--- config.mk ---
export PLATFORM = sky130hd
export DESIGN_NAME = sequencer_scheduler_flat
export DESIGN_NICKNAME = d
export VERILOG_FILES = /design/src/rtl/sequencer_scheduler_pkg.sv /design/src/rtl/sequencer_scheduler_if.sv /design/src/rtl/sequencer_scheduler_rr_arbiter.sv /design/src/rtl/sequencer_scheduler.sv /design/src/flat_wrapper.sv
export SDC_FILE = /design/constraint.sdc
export NUM_CORES = 1
export LEC_CHECK = 0
export ABC_AREA = 0
export CAP_MARGIN = 20
export CORE_MARGIN = 5
export CORE_UTILIZATION = 43
export DETAILED_ROUTE_END_ITERATION = 10
export PLACE_DENSITY = 0.8
export SYNTH_ARGS = -nofsm -noshare
export SYNTH_HDL_FRONTEND = slang
export SYNTH_SLANG_ARGS = --single-unit
--- constraint.sdc ---
create_clock -name i_clk -period 4.1 [get_ports i_clk]
set_input_delay 1.025 -clock i_clk [delete_from_list [all_inputs] [get_ports i_clk]]
set_output_delay 1.025 -clock i_clk [all_outputs]
set_load 0.01 [all_outputs]
--- src/rtl/sequencer_scheduler_pkg.sv ---
// sched_pkg: shared constants and types for the sequencer scheduler slice.
//   - default channel count and ROM address/data widths
//   - tick FSM state encoding (2-bit, legacy-compatible constants)
//   - tick_terminal(): terminal count of the tick counter, clamped so that
//     every channel strobe of a tick fits inside one tick period
package sched_pkg;

  localparam int NUM_CH_DEF = 4;
  localparam int ADDR_W_DEF = 8;
  localparam int DATA_W_DEF = 16;
  localparam int TICK_W     = 16;

  typedef logic [1:0] tick_state_t;

  localparam tick_state_t ST_IDLE   = 2'd0;
  localparam tick_state_t ST_COUNT  = 2'd1;
  localparam tick_state_t ST_STROBE = 2'd2;

  // The strobe burst lasts NUM_CH cycles, so the period never drops below that.
  function automatic logic [TICK_W-1:0] tick_terminal(input logic [TICK_W-1:0] div,
                                                      input int num_ch);
    logic [TICK_W-1:0] floor_v;
    floor_v = TICK_W'(num_ch - 1);
    return (div > floor_v) ? div : floor_v;
  endfunction

endpackage

--- src/rtl/sequencer_scheduler_if.sv ---
// sequencer_scheduler_if: request/grant/response bus between the sequencer
// array and the scheduler, plus the song ROM read port.
//   i_req       per-channel read request, held until granted
//   i_req_addr  per-channel ROM address, channel k at [k*ADDR_W +: ADDR_W]
//   o_gnt       one-hot grant (combinational)
//   o_rsp_valid one-hot response valid, one cycle after the grant
//   o_rsp_data  ROM data for the responding channel
//   o_rom_en    ROM read enable
//   o_rom_addr  ROM address
//   i_rom_data  ROM read data, one cycle after o_rom_en
// Modport slave is the scheduler side, master the sequencer/ROM side.
interface sequencer_scheduler_if import sched_pkg::*; #(
  parameter int NUM_CH = NUM_CH_DEF,
  parameter int ADDR_W = ADDR_W_DEF,
  parameter int DATA_W = DATA_W_DEF
);

  logic [NUM_CH-1:0]        i_req;
  logic [NUM_CH*ADDR_W-1:0] i_req_addr;
  logic [NUM_CH-1:0]        o_gnt;
  logic [NUM_CH-1:0]        o_rsp_valid;
  logic [DATA_W-1:0]        o_rsp_data;
  logic                     o_rom_en;
  logic [ADDR_W-1:0]        o_rom_addr;
  logic [DATA_W-1:0]        i_rom_data;

  modport slave (
    input  i_req, i_req_addr, i_rom_data,
    output o_gnt, o_rsp_valid, o_rsp_data, o_rom_en, o_rom_addr
  );

  modport master (
    output i_req, i_req_addr, i_rom_data,
    input  o_gnt, o_rsp_valid, o_rsp_data, o_rom_en, o_rom_addr
  );

endinterface

--- src/rtl/sequencer_scheduler_rr_arbiter.sv ---
// rr_arbiter: round-robin arbiter over NUM_CH requesters.
//   i_clk    rising-edge clock
//   i_rst_n  asynchronous active-low reset (pointer to 0, grant forced low)
//   i_req    request vector
//   o_gnt    one-hot grant: first request at or after the pointer
// The pointer moves to one past the granted channel and holds when idle.
module rr_arbiter import sched_pkg::*; #(
  parameter int NUM_CH = NUM_CH_DEF
) (
  input  logic              i_clk,
  input  logic              i_rst_n,
  input  logic [NUM_CH-1:0] i_req,
  output logic [NUM_CH-1:0] o_gnt
);

  localparam int PW = $clog2(NUM_CH);

  logic [PW-1:0]     ptr;
  logic [NUM_CH-1:0] gnt_c;
  logic [PW-1:0]     gnt_idx;
  logic              found;

  always_comb begin
    int            k;
    logic [PW-1:0] idx;
    k       = 0;
    idx     = '0;
    gnt_c   = '0;
    gnt_idx = '0;
    found   = 1'b0;
    for (int i = 0; i < NUM_CH; i++) begin
      k = int'(ptr) + i;
      if (k >= NUM_CH) k = k - NUM_CH;
      idx = PW'(k);
      if (!found && i_req[idx]) begin
        found      = 1'b1;
        gnt_c[idx] = 1'b1;
        gnt_idx    = idx;
      end
    end
  end

  always_ff @(posedge i_clk or negedge i_rst_n) begin
    if (!i_rst_n) begin
      ptr <= '0;
    end else if (found) begin
      ptr <= (gnt_idx == PW'(NUM_CH - 1)) ? '0 : gnt_idx + 1'b1;
    end
  end

  // Grant is combinational, so reset must mask it to keep all outputs low.
  assign o_gnt = i_rst_n ? gnt_c : '0;

endmodule

--- src/rtl/sequencer_scheduler.sv ---
// sequencer_scheduler: tempo tick generator with staggered per-channel note
// strobes, plus a round-robin shared song-ROM read scheduler.
//   i_clk       rising-edge clock
//   i_rst_n     asynchronous active-low reset
//   i_enable    tick generator run/stop (arbiter always runs)
//   i_tick_div  tick period minus one, clamped to at least NUM_CH-1
//   o_tick      one-cycle tick pulse
//   o_note_stb  per-channel strobe, channel k k+1 cycles after o_tick
//   bus         request/grant/response and ROM port (slave side)
module sequencer_scheduler import sched_pkg::*; #(
  parameter int NUM_CH = NUM_CH_DEF,
  parameter int ADDR_W = ADDR_W_DEF,
  parameter int DATA_W = DATA_W_DEF
) (
  input  logic                 i_clk,
  input  logic                 i_rst_n,
  input  logic                 i_enable,
  input  logic [TICK_W-1:0]    i_tick_div,
  output logic                 o_tick,
  output logic [NUM_CH-1:0]    o_note_stb,
  sequencer_scheduler_if.slave bus
);

  localparam int IW = $clog2(NUM_CH);

  tick_state_t       state;
  logic [TICK_W-1:0] cnt;
  logic [IW-1:0]     stb_idx;
  logic [TICK_W-1:0] term;
  logic              at_term;

  assign term    = tick_terminal(i_tick_div, NUM_CH);
  assign at_term = (cnt == term);

  // The counter keeps running through STROBE so the tick period is exactly
  // term+1 regardless of the strobe burst; with the minimum period the next
  // tick lands on the last strobe and the burst restarts back-to-back.
  always_ff @(posedge i_clk or negedge i_rst_n) begin
    if (!i_rst_n) begin
      state      <= ST_IDLE;
      cnt        <= '0;
      stb_idx    <= '0;
      o_tick     <= 1'b0;
      o_note_stb <= '0;
    end else begin
      o_tick     <= 1'b0;
      o_note_stb <= '0;
      case (state)
        ST_IDLE: begin
          cnt     <= '0;
          stb_idx <= '0;
          if (i_enable) state <= ST_COUNT;
        end
        ST_COUNT, ST_STROBE: begin
          if (!i_enable) begin
            state   <= ST_IDLE;
            cnt     <= '0;
            stb_idx <= '0;
          end else begin
            if (state == ST_STROBE) begin
              o_note_stb <= {{(NUM_CH-1){1'b0}}, 1'b1} << stb_idx;
            end
            if (at_term) begin
              o_tick  <= 1'b1;
              cnt     <= '0;
              stb_idx <= '0;
              state   <= ST_STROBE;
            end else begin
              cnt <= cnt + 1'b1;
              if (state == ST_STROBE) begin
                if (stb_idx == IW'(NUM_CH - 1)) begin
                  state   <= ST_COUNT;
                  stb_idx <= '0;
                end else begin
                  stb_idx <= stb_idx + 1'b1;
                end
              end
            end
          end
        end
        default: begin
          state <= ST_IDLE;
        end
      endcase
    end
  end

  // stage p0: grant and ROM address
  logic [NUM_CH-1:0] gnt_p0;
  logic [ADDR_W-1:0] rom_addr_p0;

  rr_arbiter #(
    .NUM_CH (NUM_CH)
  ) u_arb (
    .i_clk   (i_clk),
    .i_rst_n (i_rst_n),
    .i_req   (bus.i_req),
    .o_gnt   (gnt_p0)
  );

  always_comb begin
    rom_addr_p0 = '0;
    for (int k = 0; k < NUM_CH; k++) begin
      if (gnt_p0[k]) rom_addr_p0 = rom_addr_p0 | bus.i_req_addr[k*ADDR_W +: ADDR_W];
    end
  end

  assign bus.o_gnt      = gnt_p0;
  assign bus.o_rom_en   = |gnt_p0;
  assign bus.o_rom_addr = rom_addr_p0;

  // stage p1: response, aligned with the ROM's one-cycle read latency
  logic [NUM_CH-1:0] vld_p1;
  logic [DATA_W-1:0] rsp_data_p1;

  always_ff @(posedge i_clk or negedge i_rst_n) begin
    if (!i_rst_n) begin
      vld_p1 <= '0;
    end else begin
      vld_p1 <= gnt_p0;
    end
  end

  assign rsp_data_p1     = bus.i_rom_data;
  assign bus.o_rsp_valid = vld_p1;
  assign bus.o_rsp_data  = rsp_data_p1;

endmodule

--- src/flat_wrapper.sv ---
// flat-port wrapper written by rule: the top's interface ports become plain ports
module sequencer_scheduler_flat import sched_pkg::*;
#(
  parameter int NUM_CH = NUM_CH_DEF,
  parameter int ADDR_W = ADDR_W_DEF,
  parameter int DATA_W = DATA_W_DEF
)
  (i_clk, i_rst_n, i_enable, i_tick_div, o_tick, o_note_stb, bus_i_req, bus_i_req_addr, bus_i_rom_data, bus_o_gnt, bus_o_rsp_valid, bus_o_rsp_data, bus_o_rom_en, bus_o_rom_addr);
  sequencer_scheduler_if #(.NUM_CH(NUM_CH), .ADDR_W(ADDR_W), .DATA_W(DATA_W)) bus_i ();
  input  logic i_clk;
  input  logic i_rst_n;
  input  logic i_enable;
  input  logic [TICK_W-1:0] i_tick_div;
  output logic o_tick;
  output logic [NUM_CH-1:0] o_note_stb;
  input wire logic [$bits(bus_i.i_req)-1:0] bus_i_req;
  input wire logic [$bits(bus_i.i_req_addr)-1:0] bus_i_req_addr;
  input wire logic [$bits(bus_i.i_rom_data)-1:0] bus_i_rom_data;
  output wire logic [$bits(bus_i.o_gnt)-1:0] bus_o_gnt;
  output wire logic [$bits(bus_i.o_rsp_valid)-1:0] bus_o_rsp_valid;
  output wire logic [$bits(bus_i.o_rsp_data)-1:0] bus_o_rsp_data;
  output wire logic [$bits(bus_i.o_rom_en)-1:0] bus_o_rom_en;
  output wire logic [$bits(bus_i.o_rom_addr)-1:0] bus_o_rom_addr;
  assign bus_i.i_req = bus_i_req;
  assign bus_i.i_req_addr = bus_i_req_addr;
  assign bus_i.i_rom_data = bus_i_rom_data;
  assign bus_o_gnt = bus_i.o_gnt;
  assign bus_o_rsp_valid = bus_i.o_rsp_valid;
  assign bus_o_rsp_data = bus_i.o_rsp_data;
  assign bus_o_rom_en = bus_i.o_rom_en;
  assign bus_o_rom_addr = bus_i.o_rom_addr;
  sequencer_scheduler #(.NUM_CH(NUM_CH), .ADDR_W(ADDR_W), .DATA_W(DATA_W)) u_core (.i_clk(i_clk), .i_rst_n(i_rst_n), .i_enable(i_enable), .i_tick_div(i_tick_div), .o_tick(o_tick), .o_note_stb(o_note_stb), .bus(bus_i));
endmodule
==> run_results.csv <==
group,metric,value,unit
synthesis,yosysTopAreaCell,"dfrtp_1",
hold_path,whs_path_depth,1,
timing,setup_viol_count_final,0,
global_routing,grt_most_used_layer,"met2",
synthesis,syn-cell-area,2470,µm²
synthesis,synth_warnings,0,
timing,worst_slew_pin_slew,0.771,ns
synthesis,synth_seq_cells,31,
global_routing,use_met2,0.310,
cells_and_area,diodes,0,
placed_design,globalplace.congestion,0.831,
global_routing,grt_max_degree,32,
clocking,cts_buffers,5,
routing,drt.antenna.violating_nets,0,
placed_design,dp_slack,-0.641,ns
cells_and_area,drive_above_1_share,0.166,
clocking,cts-htree-levels,2,
clocking,tritoncts,"built",
global_routing,gr-usage-met3,0.0451,
routing,vias,2273,
placed_design,dpl.hpwl,4660,µm
timing,fin_ws,0.0429,ns
worst_setup_path,max_stage_delay,0.56,ns
timing,finalSetupTns,0,ns
timing,whs,0.572,ns
placed_design,dp_cells,399,
timing,period_minus_slack,4.06,ns
routing,vias_per_cell,5.48,
die,std_cell_rows,27,
clocking,path_clk_slew,0.06,ns
worst_setup_path,crit_arrival,3.03,ns
worst_setup_path,critical_path.slowest_cell,"mux4_2",
synthesis,synthArstFlopShare,1.00,
worst_setup_path,critPathLaunchType,"input port",
worst_setup_path,cp.required,3.07,ns
timing,fin_crit_sh,0.990,
die,core_area,5540,µm²
job,drv_cap,0,
synthesis,synth_flop_cell,"dfrtp_1",
worst_setup_path,rr_endpoint,"u_core.bus.o_rsp_valid[0]$_DFF_PN0_",
synthesis,syn_inst,258,
global_routing,grt_usage,0.177,
worst_setup_path,reg2reg_setup_slack,1.72,ns
clocking,hold_buffers,0,
routing,routedWlPerCell,15.6,µm
cells_and_area,fillCellCount,467,
worst_setup_path,crit_family,"multiplexers",
cells_and_area,post-route-util,0.650,
global_routing,antenna_found_initial,0,
timing,slew-limit-headroom,0.482,
die,die-area,7360,µm²
power_and_ir_drop,irDropWorstVdd,0.000398,V
synthesis,syn_nets,345,
hold_path,worstHoldStart,"u_core.stb_idx[1]$_DFFE_PN0P_",
clocking,clkSinkCount,31,
clocking,clock_latency,0.28,ns
timing,skew,0.00381,ns
timing,finalHoldViolCount,0,
cells_and_area,layout.cells.non_filler,415,
global_routing,grt_pass1_vias,2353,
routing,drt-pass1-iter-count,4,
worst_setup_path,r2r-start,"u_core.u_arb.ptr[1]$_DFFE_PN0P_",
worst_setup_path,criticalPathCategory,"input port to output pin",
synthesis,syn_area_per_cell,9.57,µm²
power_and_ir_drop,leakage,1.54,nW
power_and_ir_drop,power_density,573,nW/µm²
timing,rsz0062_at_grt,"true",
clocking,clockBufferDepth,2,
synthesis,ys_types,51,
synthesis,synth_area_leaders,"dfrtp_1 (31%), ha_1 (8.1%), xnor2_1 (6.0%)",
cells_and_area,fin_nets,429,
global_routing,gr-total-overflow,0,
worst_setup_path,setup.worst_path.start,"bus_i_req[2]",
routing,initialDrtViolationCount,112,
power_and_ir_drop,fin_total_pwr,2.06,mW
synthesis,seq_area_frac_synth,0.314,
routing,wirelength,6470,µm
placed_design,io_buffers,76,
hold_path,hold_class,"flip-flop to flip-flop",
worst_setup_path,reg2reg_depth,8,
die,pin_count,109,
worst_setup_path,crit_path_end_kind,"output pin",
timing,slew_viol_final,0,
die,initial_core_util,0.446,
die,die_y,85.8,µm
global_routing,use_met1,0.206,
synthesis,synthDominantCellAreaShare,0.314,
cells_and_area,area_delta_synth_final,45.8,%
placed_design,placed_area,3290,µm²
timing,max_freq,246,MHz
worst_setup_path,cp_max_fo,5,
routing,drc,0,
worst_setup_path,worst-path-buf-inv,3,
clocking,clockRootBuffer,"clkbuf_8",
global_routing,grt_pass1_wl,10500,µm
synthesis,synth_edf_count,0,
cells_and_area,fin_area,3600,µm²
worst_setup_path,crit_chain,"buf_2 > mux4_2 > buf_12 > a221oi_4 > o2bb2ai_4 > or4_4 > buf_6",
hold_path,hold_path_end,"u_core.stb_idx[1]$_DFFE_PN0P_",
run_status,status,"finished, final reports clean",
die,die_w,85.8,µm
==> placed cells by master (no fill, tap or decap), types with 4 or more instances in the layout <==
master            n
inv_1             8
buf_4            20
o21ai_1           6
clkbuf_8          6
nor2_1           20
nand3_1           7
a221oi_4          4
clkdlybuf4s15_1   6
xnor2_1          17
xor2_1           12
clkdlybuf4s50_1  61
o21ai_0           4
nand2_1          27
a22oi_1          13
o2bb2ai_4         5
nand4_1           5
ha_1             15
nor4_1            5
nor3_1            5
dfrtp_1          31
buf_2             4
and3_1            7
==> area by class of cell <==
| cell class | instances | area (µm²) | area share |
|---|---|---|---|
| multi-input cells | 196 | 1630 | 0.452 |
| repair buffers | 99 | 955 | 0.265 |
| flip-flops and latches | 31 | 776 | 0.216 |
| well taps | 72 | 90.1 | 0.0250 |
| clock buffers | 6 | 82.6 | 0.0229 |
| clock inverters | 2 | 35.0 | 0.00973 |
| inverters | 9 | 33.8 | 0.00938 |
==> worst reg2reg max path, cell delays in order (launching register included) <==
cell and delay, ns:
dfrtp_1 0.34, inv_1 0.12, ha_4 0.31, mux4_2 0.58, buf_12 0.18, a221oi_4 0.35
o2bb2ai_4 0.09, buf_4 0.16, buf_4 0.12
==> cell families (layout without fill, tap and decap cells) <==
kind of cell / Yosys count / count (layout) / share of synthesized area
fa+ha+maj: 16 / 16 / 0.0811
simple gates: 89 / 89 / 0.179
compound gates: 53 / 54 / 0.182
buf+inv: 32 / 116 / 0.0857
flops: 31 / 31 / 0.314
mux: 8 / 8 / 0.0552
xor+xnor: 29 / 29 / 0.103
==> power breakdown <==
group	internal [mW]	total, mW	switching, mW
clock network	0.196	0.308	0.112
logic	0.708	1.40	0.688
registers	0.340	0.360	0.0194
total	1.24	2.06	0.819
==> state kept, by name, indices dropped and copies added, names as in the netlist, named ones only <==
name,cells
u_core.cnt,16
u_core.bus.o_rsp_valid,4
u_core.o_note_stb,4
u_core.state,2
u_core.stb_idx,2
u_core.o_tick,1
u_core.u_arb.ptr,1
==> cell usage after synthesis (2+ instances only) <==
library cell / n
a21o_1: 3
a21oi_1: 2
a221oi_1: 2
a221oi_2: 2
a22oi_1: 16
a41oi_1: 2
and2_1: 2
and3_1: 8
and4_1: 2
buf_4: 16
buf_6: 4
clkbuf_1: 2
dfrtp_1: 31
ha_1: 16
inv_1: 8
mux2i_1: 2
mux4_2: 3
nand2_1: 27
nand2b_1: 2
nand3_1: 7
nand4_1: 5
nor2_1: 20
nor3_1: 5
nor4_1: 5
o21ai_0: 5
o21ai_1: 5
o22ai_1: 2
o2bb2ai_2: 2
o2bb2ai_4: 2
or4_1: 2
xnor2_1: 17
xor2_1: 12
==> metal layers <==
layer / vias up / wire (µm)
li1: 1092 / -
met1: 1079 / 2610
met2: 87 / 3240
met3: 15 / 509
met4: 0 / 113
met5: - / 0
==> repair_timing <==
action,4_1_cts,5_1_grt
resized for setup,43,11
pin swaps,10,3
setup buffers,5,2
cloned,1,0
endpoints found under the setup margin,13,8
==> how the worst max path moves through the flow <==
stage | endpoint | slack, ns | cells after the start
2_1_floorplan | bus_o_rom_en | 0.23 | 7
3_3_place_gp | bus_o_rom_en | -0.59 | 6
3_5_place_dp | bus_o_rom_en | -0.64 | 6
4_1_cts | bus_o_rom_en | 0.02 | 7
5_1_grt | bus_o_rom_addr[4] | -0.05 | 9
6_report | bus_o_rom_en | 0.04 | 7
Note: power is estimated with default switching activity, not from simulation.
==> edit 1 (config.mk and constraints unchanged) <==
Make the reset (`i_rst_n`) synchronous in 3 clocked blocks. Comments in the files are not updated.
--- a/src/rtl/sequencer_scheduler_rr_arbiter.sv
+++ b/src/rtl/sequencer_scheduler_rr_arbiter.sv
@@ -40,7 +40,7 @@
     end
   end
 
-  always_ff @(posedge i_clk or negedge i_rst_n) begin
+  always_ff @(posedge i_clk) begin
     if (!i_rst_n) begin
       ptr <= '0;
     end else if (found) begin
--- a/src/rtl/sequencer_scheduler.sv
+++ b/src/rtl/sequencer_scheduler.sv
@@ -35,7 +35,7 @@
   // The counter keeps running through STROBE so the tick period is exactly
   // term+1 regardless of the strobe burst; with the minimum period the next
   // tick lands on the last strobe and the burst restarts back-to-back.
-  always_ff @(posedge i_clk or negedge i_rst_n) begin
+  always_ff @(posedge i_clk) begin
     if (!i_rst_n) begin
       state      <= ST_IDLE;
       cnt        <= '0;
@@ -113,7 +113,7 @@
   logic [NUM_CH-1:0] vld_p1;
   logic [DATA_W-1:0] rsp_data_p1;
 
-  always_ff @(posedge i_clk or negedge i_rst_n) begin
+  always_ff @(posedge i_clk) begin
     if (!i_rst_n) begin
       vld_p1 <= '0;
     end else begin
Check against the original RTL: differs if i_rst_n is asserted again (counterexample within 4 cycles, from zero or initial values and one cycle with i_rst_n low); with i_rst_n held inactive, the same outputs for 10 cycles.
==> edit 1 against the unedited design <==
Register-to-register slack worse by 0.22 ns. Area after synthesis is 8.1% higher. Worst setup slack worse by 0.031 ns. Critical path depth is 3 higher. Routed wire length is 28% higher. Synthesized cell count is 22% higher. First-iteration DRC count is 24% higher. Cell area is 6.6% higher. Largest power group unchanged. Clock power is 7.1% lower. Sequential cell count stayed put. Hold slack worse by 0.041 ns. Power is 1.6% lower. Combinational power hardly changed.
==> edit 1: results (changes against the unedited design) <==
cells_and_area:
  syn2layout_area_growth_pct: 43.7
  nets: 499  # +16%
  seq_share: 0.162  # -0.0537
  multi_input_area_share: 0.487  # +0.0351
  final_layout_size_suffix_gt1_frac: 0.195  # +0.0285
  buffers: 124  # +25%
yosys:
  yosys-top-cells-count: "dfxtp_1 (31), nor3_1 (23), xor2_1 (23)"
  synth-xor-area-share: 0.0985  # -0.00444
  synth-seq-area-share: 0.233  # -0.0817
  synthAdderAreaFrac: 0.0563  # -0.0248
  ys_types: 52  # +2.0%
  syn-cell-area_um2: 2670  # +8.1%
power_and_ir_drop:
  peakVddDrop_mv: 0.320  # -20%
  p_sw_w: 0.000787  # -3.8%
  p_seq_frac: 0.168  # -0.006
  leakagePower_nw: 1.58  # +2.5%
route:
  via_per_inst: 5.97  # +9.0%
  drt-initial-drc-count: 139  # +24%
  dr.pass1.iters: 5  # +1
min_path:
  min_to: "u_core.o_note_stb[0]$_SDFF_PP0_"
critical_path:
  rr_endpoint: "u_core.bus.o_rsp_valid[2]$_SDFF_PN0_"
  path_delay_family: "buffers and inverters"
  rrSetupSlack_ns: 1.50  # -0.22 ns
sta:
  whs_ns: 0.531  # -0.0411 ns
place:
  place_hpwl_mm: 5.65  # +21%
  dp_slack_ns: -0.579  # +0.0630 ns
status:
  status: "finished clean"
-- edit 1: changes by cell type after synthesis, moves of 6 or more --
| cell | unedited run | this run |
|---|---|---|
| a22o_1 | 1 | 16 |
| clkbuf_1 | 2 | 9 |
| dfrtp_1 | 31 | 0 |
| dfxtp_1 | 0 | 31 |
| inv_1 | 8 | 17 |
| nand2_1 | 27 | 13 |
| nand3_1 | 7 | 19 |
| nand3b_1 | 0 | 7 |
| nor2_1 | 20 | 13 |
| nor3_1 | 5 | 23 |
| o21ai_0 | 5 | 11 |
| xnor2_1 | 17 | 7 |
| xor2_1 | 12 | 23 |
-- edit 1: metal layers --
metal	wire length, um	track usage	vias to the layer above
met5	0	0	-
met4	175	0.0783	0
met3	745	0.0400	21
met2	3820	0.333	141
met1	3530	0.264	1389
li1	-	-	1380
-- edit 1: repair_timing --
item,CTS,global route
endpoints found under the hold margin,0,0
cloned,3,0
resized for setup,43,15
setup endpoints to repair,13,9
buffers inserted,16,5
pin swaps,2,2
==> edit 2 (same flow settings) <==
Made on the original files. Set the package constant `DATA_W_DEF` to 14 (it was 16).
--- a/src/rtl/sequencer_scheduler_pkg.sv
+++ b/src/rtl/sequencer_scheduler_pkg.sv
@@ -7,7 +7,7 @@
 
   localparam int NUM_CH_DEF = 4;
   localparam int ADDR_W_DEF = 8;
-  localparam int DATA_W_DEF = 16;
+  localparam int DATA_W_DEF = 14;
   localparam int TICK_W     = 16;
 
   typedef logic [1:0] tick_state_t;
Ports: changed (resized bus_i_rom_data and bus_o_rsp_data); port bits go from 109 to 105. The function was not compared with the original's and may differ.
==> edit 2 against the unedited design <==
Sequential cell count unchanged. Clock power shrank 24%. Highest routed layer unchanged. Critical path depth grew 2. Power shrank 9.6%. Area after synthesis decreased by 0.61%. Routed wire length shrank 1.5%. Worst setup slack better by 0.049 ns. Sequential power about the same. Cell area is 3.3% lower.
==> edit 2: results (changes against the unedited design) <==
place:
  place_hpwl_mm: 4.86  # +4.3%
  dp.cells: 403  # +1.0%
  gp_congestion: 0.880  # +5.9%
sta:
  worstMarginPinSlew_ns: 0.778  # +0.00710 ns
  finalClockSkew_ns: 0.00538  # +0.00157 ns
  fin_ws_ns: 0.0918  # +0.0488 ns
yosys:
  synth-seq-area-share: 0.316  # +0.00192
  synth_compound_area_frac: 0.183  # +0.00111
  synth-xor-area-share: 0.104  # +0.000630
  synthAdderAreaFrac: 0.0816  # +0.000496
  syn-num-nets: 341  # -1.2%
cells_and_area:
  final_layout_size_suffix_gt1_frac: 0.179  # +0.0127
  buffer_area_frac: 0.257  # -0.00775
  fin_area_um2: 3480  # -3.3%
route:
  wl_met1_mm: 2.55  # -2.4%
  drt-total-wl_mm: 6.37  # -1.5%
  via_per_inst: 5.41  # -1.2%
  wl_met3_um: 468  # -8.1%
critical_path:
  cp.arrival_ns: 2.98  # -0.05 ns
status:
  status: "finished clean"
grt:
  grt_pass1_vias: 2205  # -6.3%
  grt_start_max_net_pins: 28  # -13%
power_and_ir_drop:
  swShare: 0.417  # +0.0207
  leakagePower_nw: 1.50  # -3.0%
  peakVddDrop_mv: 0.455  # +14%
## edit 2: power groups by stage
stage	Combinational, W	Sequential [W]	Clock, W
detailed placement	0.00114	0.000366	0
global placement	0.00111	0.000366	0
finish	0.00127	0.000361	0.000235
floorplan	0.000641	0.000385	0
CTS	0.00118	0.000361	0.000239
global route	0.00137	0.000365	0.000251
## edit 2: layer usage
metal / GRT usage / vias to the layer above
met5: 0 / -
met4: 0.0676 / 0
met3: 0.0432 / 8
met2: 0.300 / 81
met1: 0.192 / 1063
li1: - / 1084
## edit 2: worst min path at each step
| stage | endpoint | cells past startpoint |
|---|---|---|
| global placement | u_core.cnt[15]$_DFFE_PN0P_ | 2 |
| finish | u_core.state[1]$_DFFE_PN0P_ | 1 |
| floorplan | u_core.state[0]$_DFFE_PN0P_ | 1 |
| detailed placement | u_core.state[1]$_DFFE_PN0P_ | 1 |
| CTS | u_core.state[1]$_DFFE_PN0P_ | 1 |
| global route | u_core.state[1]$_DFFE_PN0P_ | 1 |
